--- config.mk ---
export PLATFORM = sky130hd
export DESIGN_NAME = mux_sel_sequencer_flat
export DESIGN_NICKNAME = d
export VERILOG_FILES = /design/src/rtl/mux_seq_pkg.sv /design/src/rtl/mux_sel_sequencer_if.sv /design/src/rtl/mux_sel_counter.sv /design/src/rtl/mux_sel_sequencer.sv /design/src/flat_wrapper.sv
export SDC_FILE = /design/constraint.sdc
export NUM_CORES = 1
export LEC_CHECK = 0
export ABC_AREA = 1
export BUFFER_PORTS_ARGS = -buffer_cell sky130_fd_sc_hd__buf_4
export CAP_MARGIN = 10
export CELL_PAD_IN_SITES_DETAIL_PLACEMENT = 1
export CELL_PAD_IN_SITES_GLOBAL_PLACEMENT = 2
export CORE_AREA = 2 2 57 59
export DETAILED_ROUTE_END_ITERATION = 16
export DIE_AREA = 0 0 59 61
export GPL_ROUTABILITY_DRIVEN = 0
export GPL_TIMING_DRIVEN = 0
export HOLD_SLACK_MARGIN = 0.02
export PLACE_DENSITY = 0.76
export SLEW_MARGIN = 20
export SYNTH_ARGS = -nofsm -noshare
export SYNTH_HDL_FRONTEND = slang
export SYNTH_SLANG_ARGS = --single-unit
--- constraint.sdc ---
create_clock -name clk -period 1.4 [get_ports clk]
set_input_delay 0.07 -clock clk [delete_from_list [all_inputs] [get_ports clk]]
set_output_delay 0.07 -clock clk [all_outputs]
set_load 0.005 [all_outputs]
--- src/rtl/mux_seq_pkg.sv ---
// Shared types and sizes for the 8:1 mux select sequencer.
package mux_seq_pkg;
  localparam int NUM_IN = 8;
  localparam int SEL_W  = 3;
  localparam int GAP_W  = 4;

  typedef enum logic [1:0] {IDLE, SHIFT, GAP} state_t;
  typedef logic [SEL_W-1:0] sel_t;
endpackage

--- src/rtl/mux_sel_sequencer_if.sv ---
// Word-in / bit-out handshake bundle between upstream, the sequencer and the 8:1 mux.
interface mux_sel_sequencer_if;
  import mux_seq_pkg::*;

  logic              in_valid;
  logic              in_ready;
  logic [NUM_IN-1:0] in_data;
  sel_t              in_nbits;
  logic [NUM_IN-1:0] d_out;
  sel_t              sel;
  logic              bit_valid;
  logic              bit_ready;
  logic              first;
  logic              last;

  modport master (
    input  in_valid, in_data, in_nbits, bit_ready,
    output in_ready, d_out, sel, bit_valid, first, last
  );

  modport slave (
    output in_valid, in_data, in_nbits, bit_ready,
    input  in_ready, d_out, sel, bit_valid, first, last
  );
endinterface

--- src/rtl/mux_sel_counter.sv ---
// Loadable up/down select counter; at_term flags the count sitting on its stored terminal value.
// Load value and terminal are captured together, so the compare never needs the upstream word.
module mux_sel_counter
  import mux_seq_pkg::*;
#(
  parameter bit DOWN = 1'b0
) (
  input  logic clk,
  input  logic rst_n,
  input  logic clr,
  input  logic load,
  input  logic en,
  input  sel_t load_val,
  input  sel_t term_val,
  output sel_t q,
  output logic at_term
);
  sel_t term;

  always_ff @(posedge clk) begin
    if (!rst_n) begin
      q    <= '0;
      term <= '0;
    end else if (clr) begin
      q <= '0;
    end else if (load) begin
      q    <= load_val;
      term <= term_val;
    end else if (en) begin
      q <= DOWN ? q - 1'b1 : q + 1'b1;
    end
  end

  assign at_term = (q == term);
endmodule

--- src/rtl/mux_sel_sequencer.sv ---
// Serializes an accepted word through the 8:1 mux select; first bit_valid one cycle after acceptance.
// sel/d_out/first/last hold while bit_ready is low; in_ready depends only on registered state and rst_n.
module mux_sel_sequencer
  import mux_seq_pkg::*;
#(
  parameter int unsigned GAP_CYCLES = 0,
  parameter bit          MSB_FIRST  = 1'b0
) (
  input  logic clk,
  input  logic rst_n,
  input  logic flush,
  output logic busy,
  mux_sel_sequencer_if.master seq
);
  state_t            state;
  logic [GAP_W-1:0]  gap_cnt;
  logic [NUM_IN-1:0] word_q;
  logic              valid_q;
  logic              first_q;
  sel_t              sel_q;
  logic              at_term;
  logic              accept;
  logic              xfer;

  assign accept = (state == IDLE) && seq.in_valid;
  assign xfer   = valid_q && seq.bit_ready;

  // The counter stops at the terminal, so the last transfer never advances sel.
  mux_sel_counter #(.DOWN(MSB_FIRST)) u_cnt (
    .clk      (clk),
    .rst_n    (rst_n),
    .clr      (flush),
    .load     (accept && !flush),
    .en       (xfer && !at_term && !flush),
    .load_val (MSB_FIRST ? seq.in_nbits : sel_t'(0)),
    .term_val (MSB_FIRST ? sel_t'(0) : seq.in_nbits),
    .q        (sel_q),
    .at_term  (at_term)
  );

  always_ff @(posedge clk) begin
    if (!rst_n) begin
      state   <= IDLE;
      word_q  <= '0;
      valid_q <= 1'b0;
      first_q <= 1'b0;
      gap_cnt <= '0;
    end else if (flush) begin
      state   <= IDLE;
      valid_q <= 1'b0;
      first_q <= 1'b0;
      gap_cnt <= '0;
    end else begin
      case (state)
        IDLE: begin
          if (seq.in_valid) begin
            word_q  <= seq.in_data;
            valid_q <= 1'b1;
            first_q <= 1'b1;
            state   <= SHIFT;
          end
        end
        SHIFT: begin
          if (xfer) begin
            first_q <= 1'b0;
            if (at_term) begin
              valid_q <= 1'b0;
              state   <= IDLE;
            end else if (GAP_CYCLES != 0) begin
              valid_q <= 1'b0;
              gap_cnt <= GAP_W'(GAP_CYCLES - 1);
              state   <= GAP;
            end
          end
        end
        GAP: begin
          if (gap_cnt == '0) begin
            valid_q <= 1'b1;
            state   <= SHIFT;
          end else begin
            gap_cnt <= gap_cnt - 1'b1;
          end
        end
        default: state <= IDLE;
      endcase
    end
  end

  assign busy          = (state != IDLE);
  assign seq.in_ready  = (state == IDLE) && rst_n;
  assign seq.d_out     = word_q;
  assign seq.sel       = sel_q;
  assign seq.bit_valid = valid_q;
  assign seq.first     = first_q;
  assign seq.last      = valid_q && at_term;
endmodule

--- src/flat_wrapper.sv ---
// flat-port wrapper written by rule: the top's interface ports become plain ports
module mux_sel_sequencer_flat import mux_seq_pkg::*;
#(
  parameter int unsigned GAP_CYCLES = 0,
  parameter bit          MSB_FIRST  = 1'b0
)
  (clk, rst_n, flush, busy, seq_in_valid, seq_in_data, seq_in_nbits, seq_bit_ready, seq_in_ready, seq_d_out, seq_sel, seq_bit_valid, seq_first, seq_last);
  mux_sel_sequencer_if seq_i ();
  input  logic clk;
  input  logic rst_n;
  input  logic flush;
  output logic busy;
  input wire logic [$bits(seq_i.in_valid)-1:0] seq_in_valid;
  input wire logic [$bits(seq_i.in_data)-1:0] seq_in_data;
  input wire logic [$bits(seq_i.in_nbits)-1:0] seq_in_nbits;
  input wire logic [$bits(seq_i.bit_ready)-1:0] seq_bit_ready;
  output wire logic [$bits(seq_i.in_ready)-1:0] seq_in_ready;
  output wire logic [$bits(seq_i.d_out)-1:0] seq_d_out;
  output wire logic [$bits(seq_i.sel)-1:0] seq_sel;
  output wire logic [$bits(seq_i.bit_valid)-1:0] seq_bit_valid;
  output wire logic [$bits(seq_i.first)-1:0] seq_first;
  output wire logic [$bits(seq_i.last)-1:0] seq_last;
  assign seq_i.in_valid = seq_in_valid;
  assign seq_i.in_data = seq_in_data;
  assign seq_i.in_nbits = seq_in_nbits;
  assign seq_i.bit_ready = seq_bit_ready;
  assign seq_in_ready = seq_i.in_ready;
  assign seq_d_out = seq_i.d_out;
  assign seq_sel = seq_i.sel;
  assign seq_bit_valid = seq_i.bit_valid;
  assign seq_first = seq_i.first;
  assign seq_last = seq_i.last;
  mux_sel_sequencer #(.GAP_CYCLES(GAP_CYCLES), .MSB_FIRST(MSB_FIRST)) u_core (.clk(clk), .rst_n(rst_n), .flush(flush), .busy(busy), .seq(seq_i));
endmodule
==> qor.txt, run 1 <==
Max_slew headroom - 0.7571
Gr ovfl total - 0
Max Clock Skew - 0.0007745 ns
Pleak - 0.5150 nW
Pin count of the biggest net entering global routing - 11
First-pass GRT wire length - 3132 microns
Rows - 20
Die Height - 61 microns
Synth Area per Inst - 7.481 sq um
H-tree levels - 1
Fill count - 367
Bufs and invs on worst path - 2
Netlist cell types - 20
Port bufs - 31
RSZ-0062 raised after global routing - no
Post-synthesis sequential area ratio - 0.4507
Crit path cell chain - inv_1 -> nand2_1 -> nand2_1 -> nand3_2 -> nor2_2 -> buf_4
Post-CTS Setup Bufs - 0
Via count - 730
# diodes - 0
Crit path time final - 1.276 ns
Nature of the critical path startpoint - flop
Outcome - complete, no violations
Routed vias/inst - 4.320
Final Hold Fails - 0
Total power - 994.1 uW
Crit path max-delay family - simple AND/OR/NAND/NOR gates
Die Width - 59 microns
CTS tree - built
Synth Register Bits - 16
Worst slew pin tran - 0.3643 ns
Final period utilization - 0.9117
Syn nets - 112
Max cap viols - 0
Final Non-Filler Cells - 169
Initial Util - 0.2407
Utilization after layout - 0.3682
Peak supply drop - 0.0004578 V
Fin worst setup slack - 0.1236 ns
DR pass1 iterations - 4
Crit-path most repeated cell - nand2_1
Area delta synth->final - 52.99%
Root Buffer - clkbuf_4
Clock buffer depth - 2
Design Area, Final - 1087 sq um
Wirelength per Cell - 10.92 microns
Post-DP HPWL - 1422 microns
Reg clk slew, reported paths - 0.10 ns
Aggregate global-route resource usage - 0.1151
DP Worst Slack - 0.3112 ns
Worst-path fanout max - 6
Slowest stage cell, crit path - dfxtp_2
Initial antenna violation count - 0
Total placed cells including tap cells - 159
CP max stage delay - 0.36 ns
Antenna-violating nets left - 0
Synthesized area - 710.7 sq um
Dpl cell area - 984.7 sq um
Clock sink total - 16
Final setup viols - 0
Core area - 2953 sq um
Hold WS - 0.03556 ns
Synth Warn # - 0
Share of cells above drive strength 1 - 0.3676
IO Count - 32
First DRT Iteration DRCs - 18
Fin Setup TNS - 0 ns
Achievable Freq - 783.4 MHz
Final WL - 1846 microns
Final Net Count - 154
Mapped Cells - 95
Via count of the first global-routing pass - 744
CTS Buf Count - 3
Critical path capture point type - primary output
Clk_lat worst skew - 0.29 ns
Worst EP arrival - 1.21 ns
Hold Crit Class - in2reg
Die area - 3599 sq um
Cell Pwr Density - 914.3 nW/um^2
DRC Markers - 0
CP Class - reg2out
Final Max Slew Viols - 0
Crit path required time - 1.33 ns
[synth_stat cells, drive strengths merged]
cell type | count | area, sq um
inv | 12 | 45.05
xnor2 | 1 | 8.760
o21ai | 12 | 60.06
nor2 | 26 | 112.6
ha | 1 | 12.51
buf | 2 | 18.77
clkbuf | 1 | 3.750
nand3 | 4 | 25.02
dfxtp | 16 | 320.3
a21oi | 6 | 33.78
xor2 | 1 | 8.760
nand2 | 13 | 61.31
[per-layer routing]
metal	up-vias	track usage	share of wire
met5	-	0	0
met2	23	0.2095	0.49
met4	0	0.04870	0.0043
met3	2	0.02559	0.055
li1	378	-	-
met1	327	0.1294	0.45
[cell families (layout without fill, tap and decap cells)]
kind of cell | Yosys count | after routing | synth area share
flip-flops | 16 | 16 | 0.4507
AO/OA/AOI/OAI | 18 | 18 | 0.1320
adder cells (fa/ha/maj) | 1 | 1 | 0.01760
AND/OR/NAND/NOR | 43 | 43 | 0.2799
buffers and inverters | 15 | 56 | 0.09508
XOR/XNOR | 2 | 2 | 0.02465
[flip-flops by register name (all words and copies together), names as in the netlist]
| name | cells |
|---|---|
| u_core.seq.d_out | 8 |
| u_core.u_cnt.term | 3 |
| u_core.state | 1 |
| u_core.seq.first | 1 |
| u_core.u_cnt.q | 3 |
[worst reg2reg max path, delay by kind of cell (launching register included)]
family	cells	cell delay, ns
flops	1	0.50
compound gates	1	0.14
simple gates	3	0.39
[cell type report]
cell class              instances  area [sq um]  area share
inverters                      12         45.04     0.04143
multi-input cells              64         325.3      0.2992
well taps                      33         41.29     0.03797
plain buffers                   3         22.52     0.02071
flip-flops and latches         16         324.1      0.2980
clock buffers                   4         36.28     0.03337
repair buffers                 37         292.8      0.2693
[where the power goes]
group	total [mW]	leakage [nW]	internal, mW	switching, mW
clock	0.318	0.0210	0.158	0.160
combinational	0.181	0.361	0.0988	0.0820
sequential	0.495	0.133	0.480	0.0155
[what timing repair did]
action	4_1_cts	5_1_grt
resized for setup	0	4
hold buffers	6	0
endpoints found under the hold margin	6	0
endpoints found under the setup margin	0	1
[final timing paths]
path,start,end,slack [ns],depth (start not counted)
max,u_core.u_cnt.q[0],seq_last,0.12,6
min,seq_in_data[1],u_core.seq.d_out[1],0.04,3
max reg2reg,u_core.state[0],u_core.u_cnt.q[2],0.32,4
min reg2reg,u_core.u_cnt.term[2],u_core.u_cnt.term[2],0.49,2
[layout by cell type, fill, tap and decap left out, types with 3 or more instances in the layout]
master         netlist  final
a21oi_1              5      5
buf_4                1     32
clkbuf_4             0      3
dfxtp_1             16     13
dfxtp_2              0      3
dlygate4sd3_1        0      6
inv_1               10     10
nand2_1             10     10
nand3_1              3      3
nor2_1              24     23
o21ai_0              4      4
o21ai_1              8      8
Note: power is estimated with default switching activity, not from simulation.
==> inputs of run 2 (changes only) <==
--- a/config.mk
+++ b/config.mk
@@ -17,6 +17,7 @@
 export GPL_TIMING_DRIVEN = 0
 export HOLD_SLACK_MARGIN = 0.02
 export PLACE_DENSITY = 0.76
+export REMOVE_ABC_BUFFERS = 1
 export SLEW_MARGIN = 20
 export SYNTH_ARGS = -nofsm -noshare
 export SYNTH_HDL_FRONTEND = slang
==> run 2 against run 1 <==
Against the previous run:
- critical path depth down 2
- via count up 0.96%
- sequential cell count unchanged
- die area unchanged
- setup slack worse by 0.012 ns
- cell count down 0.59%
- sequential power about the same
- clock-buffer cell count unchanged
- critical path type unchanged
==> qor.txt, run 2 (same netlist as run 1, synthesis figures left out) <==
FF-to-FF path depth - 5 (was 4)
Flop2flop setup slack - 0.27 ns (was 0.32 ns)
Gr ovfl total - 0 (unchanged)
Area of the multi-input gates - 322.8 sq um (was 325.3 sq um)
FF/Latch Area - 324.1 sq um (unchanged)
Share of cells above drive strength 1 - 0.3481 (was 0.3676)
Via count of the first global-routing pass - 738 (was 744)
Max cap viols - 0 (unchanged)
Crit Reg-Reg Endpoint - u_core.seq.d_out[4] (was u_core.u_cnt.q[2])
Final Non-Filler Cells - 168 (was 169)
Clock buffer depth - 2 (unchanged)
Hold path depth - 3 (unchanged)
Max Clock Skew - 0.006549 ns (was 0.0007745 ns)
Die Width - 59 microns (unchanged)
Antenna-violating nets left - 0 (unchanged)
Initial antenna violation count - 0 (unchanged)
Fill count - 375 (was 367)
Die Height - 61 microns (unchanged)
Worst-path fanout max - 6 (unchanged)
Crit path time final - 1.288 ns (was 1.276 ns)
Via count - 737 (was 730)
Hold Crit Class - in2reg (unchanged)
Achievable Freq - 776.4 MHz (was 783.4 MHz)
Final Max Slew Viols - 0 (unchanged)
Clock sink total - 16 (unchanged)
Utilization after layout - 0.3665 (was 0.3682)
Final Hold Fails - 0 (unchanged)
Root Buffer - clkbuf_4 (unchanged)
Core area - 2953 sq um (unchanged)
Area delta synth->final - 52.29% (was 52.99%)
Pin count of the biggest net entering global routing - 15 (was 11)
Final Net Count - 153 (was 154)
Final period utilization - 0.9200 (was 0.9117)
Final WL - 1904 microns (was 1846 microns)
Reg clk slew, reported paths - 0.10 ns (about the same)
CP max stage delay - 0.36 ns (about the same)
IO Count - 32 (unchanged)
Aggregate global-route resource usage - 0.1135 (was 0.1151)
Rows - 20 (unchanged)
Slowest stage cell, crit path - dfxtp_2 (unchanged)
# diodes - 0 (unchanged)
Port bufs - 31 (unchanged)
Crit path required time - 1.33 ns (about the same)
Outcome - complete, no violations (unchanged)
Fin worst setup slack - 0.1120 ns (was 0.1236 ns)
Crit path cell chain - xnor2_1 -> nand3_2 -> nor2_1 -> buf_4 (was inv_1 -> nand2_1 -> nand2_1 -> nand3_2 -> nor2_2 -> buf_4)
Worst slew pin tran - 0.2785 ns (was 0.3643 ns)
RR Startpoint - u_core.state[0] (unchanged)
Nature of the critical path startpoint - flop (unchanged)
First DRT Iteration DRCs - 2 (was 18)
CP Class - reg2out (unchanged)
Post-CTS Setup Bufs - 0 (unchanged)
H-tree levels - 1 (unchanged)
Critical path capture point type - primary output (unchanged)
Routed vias/inst - 4.387 (was 4.320)
DP Worst Slack - 0.2657 ns (was 0.3112 ns)
CTS Buf Count - 3 (unchanged)
WHS Endpoint - u_core.seq.d_out[1] (unchanged)
Most frequent cells in the layout - buf_4, nor2_1, dfxtp_1, inv_1, nand2_1 (unchanged)
Total placed cells including tap cells - 156 (was 159)
Hold WS - 0.04233 ns (was 0.03556 ns)
DR pass1 iterations - 2 (was 4)
Most common cell after layout, fill and taps aside - buf_4 (unchanged)
First-pass GRT wire length - 3063 microns (was 3132 microns)
Max reg flops - 8 (unchanged)
Wirelength per Cell - 11.33 microns (was 10.92 microns)
Peak supply drop - 0.0004230 V (was 0.0004578 V)
Worst EP arrival - 1.22 ns (was 1.21 ns)
Pleak - 0.5111 nW (was 0.5150 nW)
Clk_lat worst skew - 0.29 ns (about the same)
Min-delay src - seq_in_data[1] (unchanged)
CTS tree - built (unchanged)
Final setup viols - 0 (unchanged)
Die area - 3599 sq um (unchanged)
Max_slew headroom - 0.8141 (was 0.7571)
Cell Pwr Density - 911.2 nW/um^2 (was 914.3 nW/um^2)
DRC Markers - 0 (unchanged)
Post-DP HPWL - 1356 microns (was 1422 microns)
Initial Util - 0.2407 (unchanged)
run 2: cell count changes in the layout (fill, tap and decap cells not counted):
cell           change
dlygate4sd3_1      +2
clkbuf_1           -1
buf_6              -1
buf_4              -1
nor2_1             +1
nor2_2             -1
run 2: worst max-delay path, delay by kind of cell, from the launching register on:
kind / cells / cell delay, ns
xor gates and xnor gates: 1 / 0.17
and+or+nand+nor: 2 / 0.29
DFF: 1 / 0.36
buffers and inverters: 1 / 0.11
run 2: power by group:
| group | total, mW | internal [mW] | switching (mW) |
|---|---|---|---|
| clock network | 0.312 | 0.158 | 0.153 |
| registers | 0.494 | 0.480 | 0.0149 |
| logic | 0.180 | 0.0971 | 0.0829 |
run 2: routing by layer:
metal / global-route usage / vias to the layer above / part of all wire
met5: 0 / - / 0
met4: 0.02922 / 0 / 0.0068
met3: 0.05330 / 2 / 0.072
met2: 0.2190 / 24 / 0.52
met1: 0.1080 / 338 / 0.40
li1: - / 373 / -
run 2: final cells by class:
cell class | instances | area share
sequential | 16 | 0.2994
timing repair buffer | 39 | 0.2890
inverter | 12 | 0.04162
clock buffer | 4 | 0.03353
multi-input combinational | 64 | 0.2983
tap | 33 | 0.03815
run 2: worst max path at each step:
stage                            startpoint             endpoint
after floorplan             u_core.state[0]    u_core.u_cnt.q[2]
after global placement      u_core.state[0]  u_core.seq.d_out[1]
after detailed placement    u_core.state[0]  u_core.seq.d_out[7]
after CTS                 u_core.u_cnt.q[2]             seq_last
after global routing      u_core.u_cnt.q[1]             seq_last
final                     u_core.u_cnt.q[1]             seq_last
run 2: what timing repair did:
| action | CTS | global route |
|---|---|---|
| hold buffers | 8 | 0 |
| gates resized for setup | 0 | 3 |
| endpoints found under the setup margin | 0 | 1 |
| endpoints found under the hold margin | 8 | 0 |
run 2: per-stage QoR:
step / total power, mW / setup TNS (ns) / area (sq um)
floorplan: 0.5779 / 0 / 688.2
global placement: 0.6635 / 0 / 962.2
detailed placement: 0.6700 / 0 / 962.2
CTS: 1.014 / 0 / 1079
global route: 1.045 / -0.001745 / 1082
finish: 0.9862 / 0 / 1082
==> inputs of run 3 (changes only) <==
--- a/config.mk
+++ b/config.mk
@@ -5,18 +5,17 @@
 export SDC_FILE = /design/constraint.sdc
 export NUM_CORES = 1
 export LEC_CHECK = 0
-export ABC_AREA = 1
 export BUFFER_PORTS_ARGS = -buffer_cell sky130_fd_sc_hd__buf_4
 export CAP_MARGIN = 10
 export CELL_PAD_IN_SITES_DETAIL_PLACEMENT = 1
 export CELL_PAD_IN_SITES_GLOBAL_PLACEMENT = 2
-export CORE_AREA = 2 2 57 59
+export CORE_AREA = 2 2 56 58
 export DETAILED_ROUTE_END_ITERATION = 16
-export DIE_AREA = 0 0 59 61
+export DIE_AREA = 0 0 58 60
 export GPL_ROUTABILITY_DRIVEN = 0
 export GPL_TIMING_DRIVEN = 0
 export HOLD_SLACK_MARGIN = 0.02
-export PLACE_DENSITY = 0.76
+export PLACE_DENSITY = 0.77
 export REMOVE_ABC_BUFFERS = 1
 export SLEW_MARGIN = 20
 export SYNTH_ARGS = -nofsm -noshare
==> run 3 against run 2 <==
Against the previous run:
- fmax shrank 4.0%
- register-to-register slack got worse by 0.19 ns
- total power is 10% lower
- wire length up 0.53%
- clock power shrank 23%
- synthesized cell count shrank 13%
- cell count decreased by 12%
- sequential share of layout area is 0.51 points lower
- synthesized area is 6.5% higher
- combinational power is 9% lower
- design area grew 5.7%
- largest cell class is now multi-input combinational cells
- largest power group unchanged
- highest routed layer is now met3
==> qor.txt, run 3 <==
Max reg flops - 8 (unchanged)
Largest area contributor in the synthesized netlist - dfxtp_1 (unchanged)
Area delta synth->final - 51.07% (was 52.29%)
Most used DFF post-synth - dfxtp_1 (unchanged)
Reg clk slew, reported paths - 0.09 ns (was 0.10 ns)
Peak supply drop - 0.0004260 V (was 0.0004230 V)
Hold Crit Class - in2reg (unchanged)
DRC Markers - 0 (unchanged)
Share of cells above drive strength 1 - 0.4609 (was 0.3481)
Post-DP HPWL - 1367 microns (was 1356 microns)
Mux cell area share after synthesis - 0.03967 (was 0)
Core area - 2903 sq um (was 2953 sq um)
CTS tree - built (unchanged)
First-pass GRT wire length - 3174 microns (was 3063 microns)
Largest family of logic cells by synthesized area - compound AO/OA/AOI/OAI gates (was simple AND/OR/NAND/NOR gates)
Cell Pwr Density - 775.7 nW/um^2 (was 911.2 nW/um^2)
Top-count cell post-synth - dfxtp_1 (was nor2_1)
Aggregate global-route resource usage - 0.1211 (was 0.1135)
Max cap viols - 0 (unchanged)
Netlist cell types - 26 (was 20)
Root Buffer - clkbuf_4 (unchanged)
RSZ-0062 raised after global routing - yes
Utilization after layout - 0.3940 (was 0.3665)
Dpl cell area - 980.9 sq um (was 962.2 sq um)
Routed vias/inst - 4.764 (was 4.387)
Worst EP arrival - 1.27 ns (was 1.22 ns)
Most instantiated cells after synthesis - dfxtp_1, nand2_1, o21ai_0 (was nor2_1, dfxtp_1, inv_1, nand2_1, o21ai_1)
Max Clock Skew - 0.005682 ns (was 0.006549 ns)
Nature of the critical path startpoint - flop (unchanged)
Design Area, Final - 1144 sq um (was 1082 sq um)
Final Max Slew Viols - 0 (unchanged)
Synth Register Bits - 16 (unchanged)
Worst slew pin tran - 0.4903 ns (was 0.2785 ns)
First DRT Iteration DRCs - 5 (was 2)
Port bufs - 31 (unchanged)
EDFF count, synth - 0 (unchanged)
H-tree levels - 1 (unchanged)
IO Count - 32 (unchanged)
Clock sink total - 16 (unchanged)
Crit path required time - 1.33 ns (about the same)
Mapped Cells - 83 (was 95)
Synthesized area - 757.0 sq um (was 710.7 sq um)
Outcome - complete, no violations (unchanged)
XOR/XNOR Fraction of Synth Area - 0.03471 (was 0.02465)
Post-synth ARST share - 0 (unchanged)
CP Class - reg2out (unchanged)
Final period utilization - 0.9583 (was 0.9200)
Fill count - 352 (was 375)
Worst-path fanout max - 4 (was 6)
Synth Warn # - 0 (unchanged)
Crit path time final - 1.342 ns (was 1.288 ns)
Pleak - 0.4404 nW (was 0.5111 nW)
Synth area leaders - dfxtp_1, a21boi_0, o21ai_0, nand2_1, a21boi_1 (was dfxtp_1, nor2_1, o21ai_1, inv_1, nand2_1)
Initial antenna violation count - 0 (unchanged)
Clk_lat worst skew - 0.28 ns (was 0.29 ns)
Synth Area per Inst - 9.120 sq um (was 7.481 sq um)
Max_slew headroom - 0.6725 (was 0.8141)
Total power - 887.0 uW (was 986.2 uW)
Simple logic cell fraction of the synthesized area - 0.1851 (was 0.2799)
Initial Util - 0.2608 (was 0.2407)
Die Width - 58 microns (was 59 microns)
Most common cell after layout, fill and taps aside - buf_4 (unchanged)
Most frequent cells in the layout - buf_4, nand2_1, o21ai_0, dfxtp_1, a21boi_0 (was buf_4, nor2_1, dfxtp_1, inv_1, nand2_1)
Wirelength per Cell - 12.93 microns (was 11.33 microns)
Gr ovfl total - 0 (unchanged)
DR pass1 iterations - 4 (was 2)
Rows - 20 (unchanged)
Final Net Count - 134 (was 153)
Critical path capture point type - primary output (unchanged)
Achievable Freq - 745.4 MHz (was 776.4 MHz)
Fin Setup TNS - 0 ns (unchanged)
CTS Buf Count - 3 (unchanged)
Pin count of the biggest net entering global routing - 19 (was 15)
Die area - 3480 sq um (was 3599 sq um)
Die Height - 60 microns (was 61 microns)
Antenna-violating nets left - 0 (unchanged)
Final setup viols - 0 (unchanged)
Compound-Gate Fraction of Synth Area - 0.2347 (was 0.1320)
# diodes - 0 (unchanged)
Final WL - 1914 microns (was 1904 microns)
Synth Area in Adders - 0.01653 (was 0.01761)
Via count of the first global-routing pass - 690 (was 738)
Via count - 705 (was 737)
Post-synthesis sequential area ratio - 0.4231 (was 0.4507)
Yosys top cell area share - 0.4231 (was 0.4507)
Clock buffer depth - 2 (unchanged)
Final Hold Fails - 0 (unchanged)
[run 3: power breakdown]
part / switching [mW] / internal (mW)
Sequential: 0.0160 / 0.468
Clock: 0.140 / 0.0997
Combinational: 0.0661 / 0.0976
Total: 0.222 / 0.665
[run 3: per-layer routing]
metal | up-vias | routed length (microns) | track usage
met4 | 0 | 0 | 0.04983
li1 | 354 | - | -
met1 | 330 | 801 | 0.1299
met2 | 21 | 1008 | 0.2240
met3 | 0 | 104 | 0.03247
met5 | - | 0 | 0
[run 3: timing repair]
action                                 4_1_cts  5_1_grt
setup buffers                                0        3
setup endpoints to repair                   16       14
endpoints found under the hold margin        1        1
hold buffers                                 1        1
gates cloned                                 0        0
pin swaps                                    1        4
gates resized for setup                      6       16
[run 3: worst max-delay path, stage by stage (launching register included)]
cell and delay, ns:
dfxtp_4 0.38, xnor2_4 0.19, and3_4 0.21, and2_4 0.13, buf_6 0.08
[run 3: kinds of logic after synthesis]
group / Yosys count
adder cells (fa/ha/maj): 1
flip-flops: 16
AO/OA/AOI/OAI: 27
buffers and inverters: 7
AND/OR/NAND/NOR: 26
multiplexers: 3
XOR/XNOR: 3
[run 3: final timing paths]
kind | start | end | slack, ns | cells after the start
worst max-delay path | u_core.u_cnt.q[1] | seq_last | 0.06 | 4
worst min-delay path | seq_in_nbits[2] | u_core.u_cnt.term[2] | 0.02 | 3
worst max register to register | u_core.u_cnt.q[2] | u_core.u_cnt.q[1] | 0.08 | 4
worst min register to register | u_core.seq.first | u_core.seq.first | 0.47 | 2
[run 3: layout make-up]
type,instances,area [sq um],area share
clock buffers,3,22.52,0.01969
multi-input cells,60,464.2,0.4059
flip-flops and latches,16,336.6,0.2943
well taps,33,41.29,0.03610
repair buffers,36,279.0,0.2440
[run 3: per-stage QoR]
stage	hold slack [ns]	setup WS (ns)	std cells
after global placement	0.2920	-0.04650	140
after global routing	0.02062	-0.01227	148
after detailed placement	0.2978	-0.09539	140
final	0.02257	0.05841	148
after CTS	0.02341	0.008682	144
after floorplan	0.1777	0.2000	76
